===== config.mk =====
export PLATFORM = sky130hd
export DESIGN_NAME = timekeeper
export DESIGN_NICKNAME = d
export VERILOG_FILES = /design/src/rtl/timekeeper_pkg.sv /design/src/rtl/timekeeper_bcd_mod_counter.sv /design/src/rtl/timekeeper.sv
export SDC_FILE = /design/constraint.sdc
export NUM_CORES = 1
export LEC_CHECK = 0
export CAP_MARGIN = 25
export CORE_AREA = 2 2 63 65
export CTS_CLUSTER_DIAMETER = 40
export DETAILED_ROUTE_END_ITERATION = 16
export DIE_AREA = 0 0 65 67
export PLACE_DENSITY = 0.73
export SYNTH_ARGS = -nofsm -noshare
export SYNTH_HDL_FRONTEND = slang
export SYNTH_SLANG_ARGS = --single-unit

===== constraint.sdc =====
create_clock -name Clock -period 1.9 [get_ports Clock]
set_input_delay 0.475 -clock Clock [delete_from_list [all_inputs] [get_ports Clock]]
set_output_delay 0.475 -clock Clock [all_outputs]
set_load 0.1 [all_outputs]

===== src/rtl/timekeeper_pkg.sv =====
// Shared types and constants for the timekeeper block.
//   tk_state_e      : control FSM states
//   *_W constants   : BCD field widths of the 20-bit time word
//   *_MAX constants : BCD field limits
//   bcd_time_valid  : range check applied to a time word before it is loaded
package timekeeper_pkg;

  localparam int unsigned UNITS_W    = 4;
  localparam int unsigned HR_TENS_W  = 2;
  localparam int unsigned MS_TENS_W  = 3;
  localparam int unsigned TIME_W     = 20;

  localparam int unsigned HOURS_MAX  = 23;
  localparam int unsigned MINSEC_MAX = 59;
  localparam int unsigned DIGIT_MAX  = 9;

  typedef enum logic [1:0] {
    ST_STOPPED = 2'd0,
    ST_RUNNING = 2'd1,
    ST_BUSY    = 2'd2
  } tk_state_e;

  // Layout: {hours tens, hours units, min tens, min units, sec tens, sec units}
  function automatic logic bcd_time_valid(input logic [TIME_W-1:0] t);
    logic [HR_TENS_W-1:0] h_t;
    logic [MS_TENS_W-1:0] m_t;
    logic [MS_TENS_W-1:0] s_t;
    logic [UNITS_W-1:0]   h_u;
    logic [UNITS_W-1:0]   m_u;
    logic [UNITS_W-1:0]   s_u;
    logic                 units_ok;
    logic                 hours_ok;
    logic                 ms_ok;
    {h_t, h_u, m_t, m_u, s_t, s_u} = t;
    units_ok = (h_u <= UNITS_W'(DIGIT_MAX)) && (m_u <= UNITS_W'(DIGIT_MAX)) &&
               (s_u <= UNITS_W'(DIGIT_MAX));
    // Units digits are already known to be <= 9, so only the top tens value
    // needs a units-digit limit.
    hours_ok = (h_t < HR_TENS_W'(HOURS_MAX / 10)) ||
               ((h_t == HR_TENS_W'(HOURS_MAX / 10)) && (h_u <= UNITS_W'(HOURS_MAX % 10)));
    ms_ok    = (m_t <= MS_TENS_W'(MINSEC_MAX / 10)) && (s_t <= MS_TENS_W'(MINSEC_MAX / 10));
    return units_ok && hours_ok && ms_ok;
  endfunction

endpackage


===== src/rtl/timekeeper_bcd_mod_counter.sv =====
// Two-digit BCD counter with programmable modulus.
//   clk, rst_n : clock, synchronous active-low reset (clears to 00)
//   inc        : advance by one; wraps MOD-1 -> 00
//   load       : synchronous load of load_val (takes priority over inc)
//   load_val   : {tens, units} value to load
//   value      : {tens, units} current count
//   carry_out  : high in the cycle an increment wraps MOD-1 -> 00
module bcd_mod_counter
  import timekeeper_pkg::*;
#(
  parameter int unsigned MOD    = 60,
  parameter int unsigned TENS_W = 3
) (
  input  logic                      clk,
  input  logic                      rst_n,
  input  logic                      inc,
  input  logic                      load,
  input  logic [TENS_W+UNITS_W-1:0] load_val,
  output logic [TENS_W+UNITS_W-1:0] value,
  output logic                      carry_out
);

  localparam logic [TENS_W-1:0]  TOP_TENS  = TENS_W'((MOD - 1) / 10);
  localparam logic [UNITS_W-1:0] TOP_UNITS = UNITS_W'((MOD - 1) % 10);

  logic [TENS_W-1:0]  tens_q,  tens_d;
  logic [UNITS_W-1:0] units_q, units_d;
  logic               at_top;

  always_comb begin
    at_top  = (tens_q == TOP_TENS) && (units_q == TOP_UNITS);
    tens_d  = tens_q;
    units_d = units_q;
    if (load) begin
      {tens_d, units_d} = load_val;
    end else if (inc) begin
      if (at_top) begin
        tens_d  = '0;
        units_d = '0;
      end else if (units_q == UNITS_W'(DIGIT_MAX)) begin
        tens_d  = tens_q + 1'b1;
        units_d = '0;
      end else begin
        units_d = units_q + 1'b1;
      end
    end
  end

  always_ff @(posedge clk) begin
    if (!rst_n) begin
      tens_q  <= '0;
      units_q <= '0;
    end else begin
      tens_q  <= tens_d;
      units_q <= units_d;
    end
  end

  assign value     = {tens_q, units_q};
  assign carry_out = inc && !load && at_top;

endmodule


===== src/rtl/timekeeper.sv =====
// Time-of-day keeper (HH:MM:SS, BCD) with run/stop control and load port.
//   Clock, nReset : 32.768 kHz clock, synchronous active-low reset
//   tick_1Hz      : one-cycle seconds tick
//   Run           : 1 = count, 0 = hold
//   LoadValid/LoadReady/LoadTime : load handshake and BCD time to load
//   LoadError     : one-cycle pulse after an invalid load was accepted
//   Time          : current BCD time
//   Running       : high in RUNNING
//   DayWrap       : one-cycle pulse with the 23:59:59 -> 00:00:00 update
module timekeeper
  import timekeeper_pkg::*;
(
  input  logic              Clock,
  input  logic              nReset,
  input  logic              tick_1Hz,
  input  logic              Run,
  input  logic              LoadValid,
  output logic              LoadReady,
  input  logic [TIME_W-1:0] LoadTime,
  output logic              LoadError,
  output logic [TIME_W-1:0] Time,
  output logic              Running,
  output logic              DayWrap
);

  tk_state_e state_q, state_d;
  logic      load_error_q, load_error_d;
  logic      day_wrap_q, day_wrap_d;

  logic accept;
  logic load_ok;
  logic tick_adv;
  logic sec_carry, min_carry, hr_carry;
  logic [MS_TENS_W+UNITS_W-1:0] sec_val, min_val;
  logic [HR_TENS_W+UNITS_W-1:0] hr_val;

  assign accept   = LoadValid && LoadReady;
  assign load_ok  = accept && bcd_time_valid(LoadTime);
  // A load in the same cycle wins over the tick.
  assign tick_adv = tick_1Hz && (state_q == ST_RUNNING) && !accept;

  always_ff @(posedge Clock) begin
    if (!nReset) begin
      state_q      <= ST_STOPPED;
      load_error_q <= 1'b0;
      day_wrap_q   <= 1'b0;
    end else begin
      state_q      <= state_d;
      load_error_q <= load_error_d;
      day_wrap_q   <= day_wrap_d;
    end
  end

  always_comb begin
    state_d = state_q;
    if (accept) begin
      state_d = ST_BUSY;
    end else begin
      case (state_q)
        ST_STOPPED: if (Run)  state_d = ST_RUNNING;
        ST_RUNNING: if (!Run) state_d = ST_STOPPED;
        ST_BUSY:    state_d = Run ? ST_RUNNING : ST_STOPPED;
        default:    state_d = ST_STOPPED;
      endcase
    end
  end

  always_comb begin
    LoadReady    = (state_q != ST_BUSY);
    Running      = (state_q == ST_RUNNING);
    load_error_d = accept && !load_ok;
    day_wrap_d   = hr_carry;
  end

  assign LoadError = load_error_q;
  assign DayWrap   = day_wrap_q;

  bcd_mod_counter #(.MOD(60), .TENS_W(MS_TENS_W)) u_sec (
    .clk       (Clock),
    .rst_n     (nReset),
    .inc       (tick_adv),
    .load      (load_ok),
    .load_val  (LoadTime[6:0]),
    .value     (sec_val),
    .carry_out (sec_carry)
  );

  bcd_mod_counter #(.MOD(60), .TENS_W(MS_TENS_W)) u_min (
    .clk       (Clock),
    .rst_n     (nReset),
    .inc       (sec_carry),
    .load      (load_ok),
    .load_val  (LoadTime[13:7]),
    .value     (min_val),
    .carry_out (min_carry)
  );

  bcd_mod_counter #(.MOD(24), .TENS_W(HR_TENS_W)) u_hr (
    .clk       (Clock),
    .rst_n     (nReset),
    .inc       (min_carry),
    .load      (load_ok),
    .load_val  (LoadTime[19:14]),
    .value     (hr_val),
    .carry_out (hr_carry)
  );

  assign Time = {hr_val, min_val, sec_val};

endmodule


* Word level (Yosys, flattened, before mapping)
Index checks and enable logic that the tools add are counted.
** Word-level totals
- Output and inout bits :: 24
- Register bits :: 24
** Operators by class
- Equality and inequality tests :: 15
- Add/subtract/negate cells :: 6
- Reduce and logical (&&, ||, !) cells :: 36
- Mux-type cells :: 29
- $lt $le $gt $ge :: 7
- Bitwise gates (word level) :: 1
** Operators with widths (count)
- 2-to-1 mux 4 bit :: 12
- 2-to-1 mux 3 bit :: 8
- logical AND 1 bit :: 20
- 2-to-1 mux 2 bit :: 7
- adder 4 x 1 -> 4 bit (second input constant) :: 3
- == test 4 bit (second input constant) :: 3
- less-or-equal comparator 4 bit (second input constant) :: 3
- AND reduction 2 bit :: 5
- nonzero test 3 bit :: 3
- adder 3 x 1 -> 3 bit (second input constant) :: 2
- == test 2 bit (second input constant) :: 3
- == test 3 bit (second input constant) :: 2
- less-or-equal comparator 3 bit (second input constant) :: 2
- != test 2 bit (second input constant) :: 3
- one-hot mux 2 bit (3 select lines) :: 1
- nonzero test 2 bit :: 3
- == test 4 x 2 -> 1 bit (second input constant) :: 1
- less-or-equal comparator 4 x 2 -> 1 bit (second input constant) :: 1
- != test 3 x 2 -> 1 bit (second input constant) :: 1
- != test 3 bit (second input constant) :: 1
- adder 2 x 1 -> 2 bit (second input constant) :: 1
- == test 2 x 1 -> 1 bit (second input constant) :: 1
- logical NOT 1 bit :: 2
- logical NOT 2 bit :: 1
- other kinds (5) :: 5

* Logic depth before layout (Yosys ltp)
Gate-level depths: netlist of the first run.
- Word-level depth :: 13
- Depth in mapped cells :: 8
- Gate-level depth less buffers :: 7

* Hierarchy
Synthesis of the first run repeated with hierarchy kept, for this count alone.
** Unflattened totals
- Cell total of the unflattened synthesis :: 175
- Area total of the unflattened synthesis :: 1496.4 µm²
** Modules (own cells, without submodules)
- bcd_mod_counter at u_min ... :: area each 465.4 µm², cells an instance 55, times used 2
- bcd_mod_counter at u_hr :: area each 385.4 µm², cells an instance 44, times used 1
- timekeeper :: area each 180.2 µm², cells an instance 21, times used 1

* Worst setup path before layout of the first run
Ideal clock, no wire load.
- Path kind :: reg2reg
- Start :: register u_sec.tens_q[0]
- End :: register u_min.tens_q[2]
- Cell stages (with the launch flop) :: 8
- Data required time :: 1.826 ns
- Clock period less this slack :: 2.718 ns
- Arrival time :: 2.643 ns
- Path buffers :: 1
- Slack :: -0.818 ns
- Cell sequence :: dfxtp_1 ha_1 and4b_1 buf_6 nand4_4 or3b_4 or3_1 a31oi_1
** On the way
- Cells in the longest elaborated chain, start to end :: 5
** Ends and longest elaborated chain
- from (decl) :: RTL line timekeeper_bcd_mod_counter.sv:26 : logic [TENS_W-1:0] tens_q, tens_d;
- from (signal assigned) :: RTL line timekeeper_bcd_mod_counter.sv:54 : tens_q <= tens_d;
- == test 3 bit :: RTL line timekeeper_bcd_mod_counter.sv:31 : at_top = (tens_q == TOP_TENS) && (units_q == TOP_UNITS);
- logical AND 1 bit :: RTL line timekeeper_bcd_mod_counter.sv:31
- logical AND 1 bit :: RTL line timekeeper_bcd_mod_counter.sv:60 : assign carry_out = inc && !load && at_top;
- nonzero test 2 bit (no source line)
- AND reduction 2 bit (no source line)
- to (signal assigned) :: RTL line timekeeper_bcd_mod_counter.sv:54
- to (decl) :: RTL line timekeeper_bcd_mod_counter.sv:26
No other way between the ends.
A chain may end at the register's enable or synchronous reset.

* Final worst setup path of the first run
- Start :: input LoadTime[15]
- End :: register u_min.units_q[0]
** On the way
- Cells in the longest elaborated chain, start to end :: 10
- Elaborated cells on any way between the ends :: 14
** Ends and longest elaborated chain
- from (decl) :: RTL line timekeeper.sv:19 : input logic [TIME_W-1:0] LoadTime,
- less-or-equal comparator 4 bit / less-or-equal comparator 4 x 2 -> 1 bit (equally long branches) :: RTL line timekeeper_pkg.sv:35, timekeeper_pkg.sv:40
- logical AND 1 bit (on tied branches) :: RTL line timekeeper_pkg.sv:35, timekeeper_pkg.sv:40
- logical AND 1 bit / logical OR 1 bit (equally long branches) :: RTL line timekeeper_pkg.sv:35, timekeeper_pkg.sv:39
- logical AND 1 bit (*) (2 in a row) :: RTL line timekeeper_pkg.sv:42 : return units_ok && hours_ok && ms_ok;
- logical AND 1 bit (*) :: RTL line timekeeper.sv:38 : assign load_ok = accept && bcd_time_valid(LoadTime);
- logical NOT 1 bit :: RTL line timekeeper_bcd_mod_counter.sv:60
- logical AND 1 bit (2 in a row) :: RTL line timekeeper_bcd_mod_counter.sv:60
- nonzero test 2 bit (no source line)
- to (signal assigned) :: RTL line timekeeper_bcd_mod_counter.sv:55 : units_q <= units_d;
- to (decl) :: RTL line timekeeper_bcd_mod_counter.sv:27 : logic [UNITS_W-1:0] units_q, units_d;
Mark *: on every way between the ends. The rest lies on a longest branch, timed or not.

==> results of run 1 <==
power by group through the flow:
| stage | registers, mW | clock network, mW | logic (mW) |
|---|---|---|---|
| 3_3_place_gp | 0.544 | 0 | 0.338 |
| 2_1_floorplan | 0.636 | 0 | 0.0783 |
| 3_5_place_dp | 0.545 | 0 | 0.343 |
| 4_1_cts | 0.534 | 0.404 | 0.350 |
| 6_report | 0.534 | 0.403 | 0.360 |
| 5_1_grt | 0.536 | 0.431 | 0.376 |
per-layer routing:
metal,global-route usage [%],vias up,wire (um)
li1,-,806,-
met1,25.8,817,1920
met2,45.2,76,2670
met3,4.56,16,279
met4,8.24,0,149
met5,0,-,0
stage by stage:
step / setup slack (ns) / area (um^2) / power, mW / util [%] / instances
final: 0.0250 / 2690 / 1.30 / 74.6 / 301
after floorplan: -0.231 / 1530 / 0.714 / - / 173
after global routing: -0.0135 / 2690 / 1.34 / 74.6 / 301
after global placement: -0.436 / 2490 / 0.882 / 68.9 / 290
after detailed placement: -0.484 / 2490 / 0.889 / 68.9 / 290
after CTS: -0.0348 / 2640 / 1.29 / 73.1 / 300
path summary, 6_finish.rpt:
check | cells past startpoint | slack [ns] | end
max | 6 | 0.03 | u_min.units_q[0]
min | 2 | 0.54 | u_hr.units_q[0]
max reg2reg | 7 | 0.05 | u_min.tens_q[2]
min reg2reg | 2 | 0.54 | u_hr.units_q[0]
state kept, by name, indices dropped and copies added (netlist names):
signal         count
u_sec.tens_q       3
state_q            2
u_sec.units_q      4
u_hr.tens_q        2
u_min.units_q      4
DayWrap            1
u_min.tens_q       3
LoadError          1
u_hr.units_q       4
cells in the final DEF, fill, tap and decap left out, types with 3 or more instances in the layout:
| cell | n |
|---|---|
| sky130_fd_sc_hd__buf_12 | 26 |
| sky130_fd_sc_hd__dfxtp_1 | 6 |
| sky130_fd_sc_hd__nor3b_1 | 4 |
| sky130_fd_sc_hd__or3_4 | 3 |
| sky130_fd_sc_hd__nor2_1 | 6 |
| sky130_fd_sc_hd__mux2i_1 | 4 |
| sky130_fd_sc_hd__a21oi_1 | 6 |
| sky130_fd_sc_hd__dfxtp_4 | 8 |
| sky130_fd_sc_hd__xor2_1 | 3 |
| sky130_fd_sc_hd__o21ai_1 | 5 |
| sky130_fd_sc_hd__o21ai_0 | 16 |
| sky130_fd_sc_hd__inv_1 | 4 |
| sky130_fd_sc_hd__o211a_1 | 6 |
| sky130_fd_sc_hd__ha_1 | 5 |
| sky130_fd_sc_hd__nand3_1 | 6 |
| sky130_fd_sc_hd__nand2_1 | 18 |
| sky130_fd_sc_hd__clkdlybuf4s50_1 | 12 |
| sky130_fd_sc_hd__dfxtp_2 | 10 |
| sky130_fd_sc_hd__buf_4 | 33 |
| sky130_fd_sc_hd__nand4_1 | 3 |
| sky130_fd_sc_hd__clkbuf_8 | 3 |
| sky130_fd_sc_hd__nor2b_1 | 6 |
| sky130_fd_sc_hd__a31oi_1 | 7 |
| sky130_fd_sc_hd__dlygate4sd2_1 | 12 |
logic make-up (layout without fill, tap and decap cells):
| kind of cell | Yosys count | after routing | share of synthesized area, % |
|---|---|---|---|
| DFF | 24 | 24 | 32.9 |
| AOI/OAI and AO/OA | 53 | 53 | 23.5 |
| buffers and inverters | 14 | 94 | 4.45 |
| and+or+nand+nor | 67 | 67 | 28.3 |
| xor gates and xnor gates | 5 | 5 | 3.00 |
| muxes | 4 | 4 | 2.74 |
| adders and majority gates | 6 | 6 | 5.14 |
area by class of cell:
class | instances | area (um^2) | area share (%)
Tap cell | 48 | 60.1 | 2.23
Timing Repair Buffer | 85 | 1030 | 38.4
Clock buffer | 4 | 66.3 | 2.47
Multi-Input combinational cell | 135 | 986 | 36.7
Inverter | 5 | 21.3 | 0.791
Sequential cell | 24 | 523 | 19.5
tightest hold or removal path: cells and delay by family (launching register included):
| kind | cells | cell delay, ns |
|---|---|---|
| and+or+nand+nor | 1 | 0.06 |
| AOI/OAI and AO/OA | 1 | 0.07 |
| DFF | 1 | 0.38 |
what timing repair did:
action,4_1_cts,5_1_grt
pin swaps,14,5
resized for setup,29,7
buffers inserted,5,1
endpoints found under the setup margin,20,19
gates cloned,1,0
==> impl_metrics.json, run 1 <==
{
  "status": "completed",
  "fp.dieH_um": 67,
  "critical_path.n_buffers_inverters": 3,
  "avgSynthCellArea_um2": 8.45,
  "synth_top_area_cell": "sky130_fd_sc_hd__dfxtp_1",
  "cts.reportedPaths.clkPinSlew_ns": 0.10,
  "dominantRegCellSynth": "sky130_fd_sc_hd__dfxtp_1",
  "min_period_over_period_pct": 98.7,
  "criticalPathCategory": "in2reg",
  "crit_path_cell_trace": "clkdlybuf4s50_1, o21a_1, or3_4, buf_12, buf_16, o211a_1",
  "p_sw_mw": 0.395,
  "synth_warnings": 0,
  "yosysSeqAreaShare_pct": 32.9,
  "leakagePower_nw": 1.16,
  "p_int_mw": 0.902,
  "clock_tree_from_tritoncts": "done",
  "power.combinational.fraction_pct": 27.7,
  "setup_total_negative_slack_ns": 0,
  "netlist-cell-type-count": 43,
  "antenna_cells": 0,
  "total_of_hold_buffers_inserted_after_clock_tree_synthesis": 0,
  "floorplan.io_pins": 49,
  "number_of_buffers_created_by_cts": 3,
  "syn2layout_area_growth_pct": 84.0,
  "via_per_inst": 5.70,
  "port_buffers": 48,
  "clkPwrFrac_pct": 31.1,
  "hold_class": "reg2reg",
  "power.density_nw_per_um2": 483,
  "ir_drop_v": 0.000463,
  "netlist.area_leader.share_pct": 32.9,
  "layout-drive-gt1-share_pct": 42.3,
  "wl_per_cell_um": 16.7,
  "synth_enable_flop_cells": 0,
  "core_um2": 3610,
  "crit_path_top_delay_cell": "sky130_fd_sc_hd__clkdlybuf4s50_1",
  "global_route.overflow_total": 0,
  "floorplan.die_area_um2": 4360,
  "worst_case_hold_slack_ns": 0.538,
  "slew_viol_final": 0,
  "startpoint_type": "primary input",
  "timing.critical_path.max_delay_family": "buffers and inverters",
  "slew_headroom_pct": 73.9,
  "clockBufferDepth": 2,
  "drt.antenna.violating_nets": 0,
  "yosys.cell_count.top_type": "sky130_fd_sc_hd__dfxtp_1",
  "global_route.usage.total_pct": 23.7,
  "grt_start_max_net_pins": 25,
  "timing.critical_path.to_type": "flip-flop",
  "place_hpwl_mm": 3.51,
  "syn-instance-count": 173,
  "grt_antenna_before_repair": 0,
  "floorplan_row_count": 22,
  "syn-cell-area_um2": 1460,
  "finish.net_count": 285,
  "detailedRoute.firstPassIterationCount": 4,
  "ctsHtreeMaxLevel": 1,
  "worst_slew_pin_slew_ns": 0.391,
  "clk-insertion-delay-late_ns": 0.27,
  "via_count": 1715,
  "fmax_achieved_mhz": 533,
  "grt_first_pass_wirelength_mm": 7.87,
  "timing.max_cap.violations": 0,
  "ys_seq_elements": 24,
  "power_frac_seq_pct": 41.2,
  "post_synth_main_area_contributors": "sky130_fd_sc_hd__dfxtp_1 33%, sky130_fd_sc_hd__o21ai_0 7.2%, sky130_fd_sc_hd__ha_1 5.1%",
  "route.final.wire_length_mm": 5.02,
  "ctsRootBufferMaster": "sky130_fd_sc_hd__clkbuf_8",
  "grt_pass1_vias": 1723,
  "floorplan.initialDensity_pct": 40.5,
  "worst-endpoint-arrival_ns": 2.04,
  "gp_congestion": 0.879,
  "worst-path-max-fanout": 9,
  "drc": 0,
  "power.share.switching_pct": 30.5,
  "critical_path.max_stage_delay_ns": 0.46,
  "fin_worst_skew_ns": 0.0115,
  "async_flop_share_pct": 0,
  "critPathRequiredTime_ns": 2.06,
  "netlist_top_cells_count": "24 x sky130_fd_sc_hd__dfxtp_1, 21 x sky130_fd_sc_hd__o21ai_0, 18 x sky130_fd_sc_hd__nand2_1, 8 x sky130_fd_sc_hd__a31oi_1, 7 x sky130_fd_sc_hd__nor2b_1",
  "period_minus_slack_ns": 1.87,
  "n_fill_cell": 249,
  "detailedRoute.firstIterationViolations": 71,
  "hold_start": "u_hr.units_q[0]",
  "syn_nets": 204,
  "finalHoldViolations": 0,
  "numClockSinks": 24,
  "cp-startpoint": "LoadTime[15]",
  "final_setup_viols": 0,
  "r2r-start": "u_sec.tens_q[1]",
  "die_width_um": 65
}
(Power assumes the default switching activity.)
==> inputs of run 2 (changes only) <==
--- a/config.mk
+++ b/config.mk
@@ -11,6 +11,7 @@
 export DETAILED_ROUTE_END_ITERATION = 16
 export DIE_AREA = 0 0 65 67
 export PLACE_DENSITY = 0.73
+export SKIP_CTS_REPAIR_TIMING = 1
 export SYNTH_ARGS = -nofsm -noshare
 export SYNTH_HDL_FRONTEND = slang
 export SYNTH_SLANG_ARGS = --single-unit
==> run 2 against run 1 <==
  * The flow now finishes with violations (negative setup slack)
  * Total power increased by 0.12%
  * Register-to-register slack got worse by 0.13 ns
  * Combinational power about the same
  * Maximum frequency down 5.3%
  * Non-clock buffer count decreased by 3
  * Global-route usage fell by 1.2 points
  * Sequential share of layout area down 0.23 points
  * Clock-buffer cell count is the same
  * Clock skew shrank 0.0027 ns
  * Routed wire length up 2.3%
  * Sequential power about the same
  * Largest cell class unchanged
  * Highest routed layer unchanged
==> impl_metrics.json, run 2 (synthesized netlist as in run 1, its figures left out) <==
{
  "grtUsageMet1_pct": 24.3,
  "p_int_mw": 0.903,
  "detailedRoute.firstIterationViolations": 131,
  "timing.critical_path.to_type": "flip-flop",
  "status": "finished, violations left",
  "worst-path-max-fanout": 4,
  "via_count": 1701,
  "startpoint_type": "flip-flop",
  "setup_ws_ns": -0.0803,
  "fp.dieH_um": 67,
  "use_met3_pct": 4.39,
  "gp_congestion": 0.879,
  "place_hpwl_mm": 3.51,
  "min_period_over_period_pct": 104,
  "floorplan.die_area_um2": 4360,
  "criticalPathCategory": "reg2reg",
  "timing.max_cap.violations": 0,
  "clock_tree_from_tritoncts": "done",
  "port_buffers": 48,
  "route.final.wire_length_mm": 5.13,
  "grt_setup_unrepaired": "true",
  "power_frac_seq_pct": 41.2,
  "wl_per_cell_um": 17.2,
  "critPathRequiredTime_ns": 2.10,
  "slew_headroom_pct": 73.6,
  "final_cell_area_um2": 2720,
  "core_um2": 3610,
  "die_width_um": 65,
  "grt_antenna_before_repair": 0,
  "grt_start_max_net_pins": 25,
  "floorplan.io_pins": 49,
  "mostFrequentLayoutCells": "31 x sky130_fd_sc_hd__buf_4, 26 x sky130_fd_sc_hd__buf_12, 18 x sky130_fd_sc_hd__nand2_1",
  "number_of_buffers_created_by_cts": 3,
  "fmax_achieved_mhz": 505,
  "commonest_non_fill_non_tap_cell_in_the_layout": "sky130_fd_sc_hd__buf_4",
  "leakagePower_nw": 1.26,
  "fin_worst_skew_ns": 0.00885,
  "global_route.usage.total_pct": 22.4,
  "power.density_nw_per_um2": 477,
  "cts.reportedPaths.clkPinSlew_ns": 0.09,
  "ctsRootBufferMaster": "sky130_fd_sc_hd__clkbuf_8",
  "drc": 0,
  "clkPwrFrac_pct": 30.9,
  "dp_worst_setup_slack_ns": -0.484,
  "post_dp_cell_area_um2": 2490,
  "grt_util_met2_pct": 44.1,
  "slew_viol_final": 0,
  "clk-insertion-delay-late_ns": 0.27,
  "worst-endpoint-arrival_ns": 2.18,
  "floorplan_row_count": 22,
  "power.share.switching_pct": 30.4,
  "via_per_inst": 5.71,
  "detailedRoute.firstPassIterationCount": 4,
  "violations_in_the_final_reports": "negative setup slack",
  "finish.net_count": 282,
  "floorplan.initialDensity_pct": 40.5,
  "syn2layout_area_growth_pct": 86.2,
  "top_usage_layer": "met2",
  "drt.antenna.violating_nets": 0,
  "antenna_cells": 0,
  "grt_first_pass_wirelength_mm": 7.52,
  "postLayoutCoreUtil_pct": 75.5,
  "power.combinational.fraction_pct": 27.9,
  "hold_class": "in2reg",
  "numClockSinks": 24,
  "ctsHtreeMaxLevel": 1,
  "period_minus_slack_ns": 1.98,
  "ir_drop_v": 0.000468,
  "layout-drive-gt1-share_pct": 42.0,
  "clockBufferDepth": 2,
  "global_route.overflow_total": 0,
  "final_setup_viols": 1,
  "p_sw_mw": 0.396,
  "worst_slew_pin_slew_ns": 0.396,
  "top_flop_regs": "u_hr.units_q (4), u_min.units_q (4), u_sec.units_q (4)",
  "grt_pass1_vias": 1647,
  "finalHoldViolations": 0
}
[run 2: final timing paths]
kind,start,end,slack [ns],cells past startpoint
worst min register to register,u_hr.units_q[0],u_hr.units_q[0],0.54,2
worst min-delay path,LoadTime[19],u_hr.tens_q[1],0.52,3
worst max register to register,u_sec.tens_q[1],u_min.tens_q[1],-0.08,7
worst max-delay path,u_sec.tens_q[1],u_min.tens_q[1],-0.08,7
[run 2: final cells by class]
class / count / area, um^2
timing repair buffer: 82 / 1050
multi-input combinational: 135 / 997
fill: 229 / 885
sequential: 24 / 523
clock buffer: 4 / 66.3
tap: 48 / 60.1
inverter: 5 / 21.3
[run 2: layer usage]
metal | share of wire, % | wire length [um]
met1 | 37 | 1920
met2 | 53 | 2740
met3 | 6.0 | 307
met4 | 3.2 | 163
met5 | 0 | 0
[run 2: metrics by stage]
| stage | setup TNS [ns] | cells | hold slack (ns) | total power, mW |
|---|---|---|---|---|
| 6_report | -0.0803 | 298 | 0.522 | 1.30 |
| 5_1_grt | -0.210 | 298 | 0.522 | 1.35 |
| 4_1_cts | -1.83 | 294 | 0.525 | 1.28 |
| 3_5_place_dp | -7.32 | 290 | 0.511 | 0.889 |
| 3_3_place_gp | -6.81 | 290 | 0.503 | 0.882 |
| 2_1_floorplan | -0.540 | 173 | 0.606 | 0.714 |
[run 2: power groups by stage]
stage | logic (mW) | clock network (mW) | registers [mW]
floorplan | 0.0783 | 0 | 0.636
global placement | 0.338 | 0 | 0.544
detailed placement | 0.343 | 0 | 0.545
CTS | 0.346 | 0.404 | 0.534
global route | 0.379 | 0.431 | 0.537
finish | 0.363 | 0.402 | 0.535
[run 2: worst max-delay path: stages (launching register included)]
cell and delay [ns]:
sky130_fd_sc_hd__dfxtp_4 0.36, sky130_fd_sc_hd__inv_4 0.05, sky130_fd_sc_hd__ha_4 0.11, sky130_fd_sc_hd__and4b_2 0.29
sky130_fd_sc_hd__nand4_4 0.11, sky130_fd_sc_hd__or3b_4 0.43, sky130_fd_sc_hd__or3_4 0.42, sky130_fd_sc_hd__a31oi_4 0.14
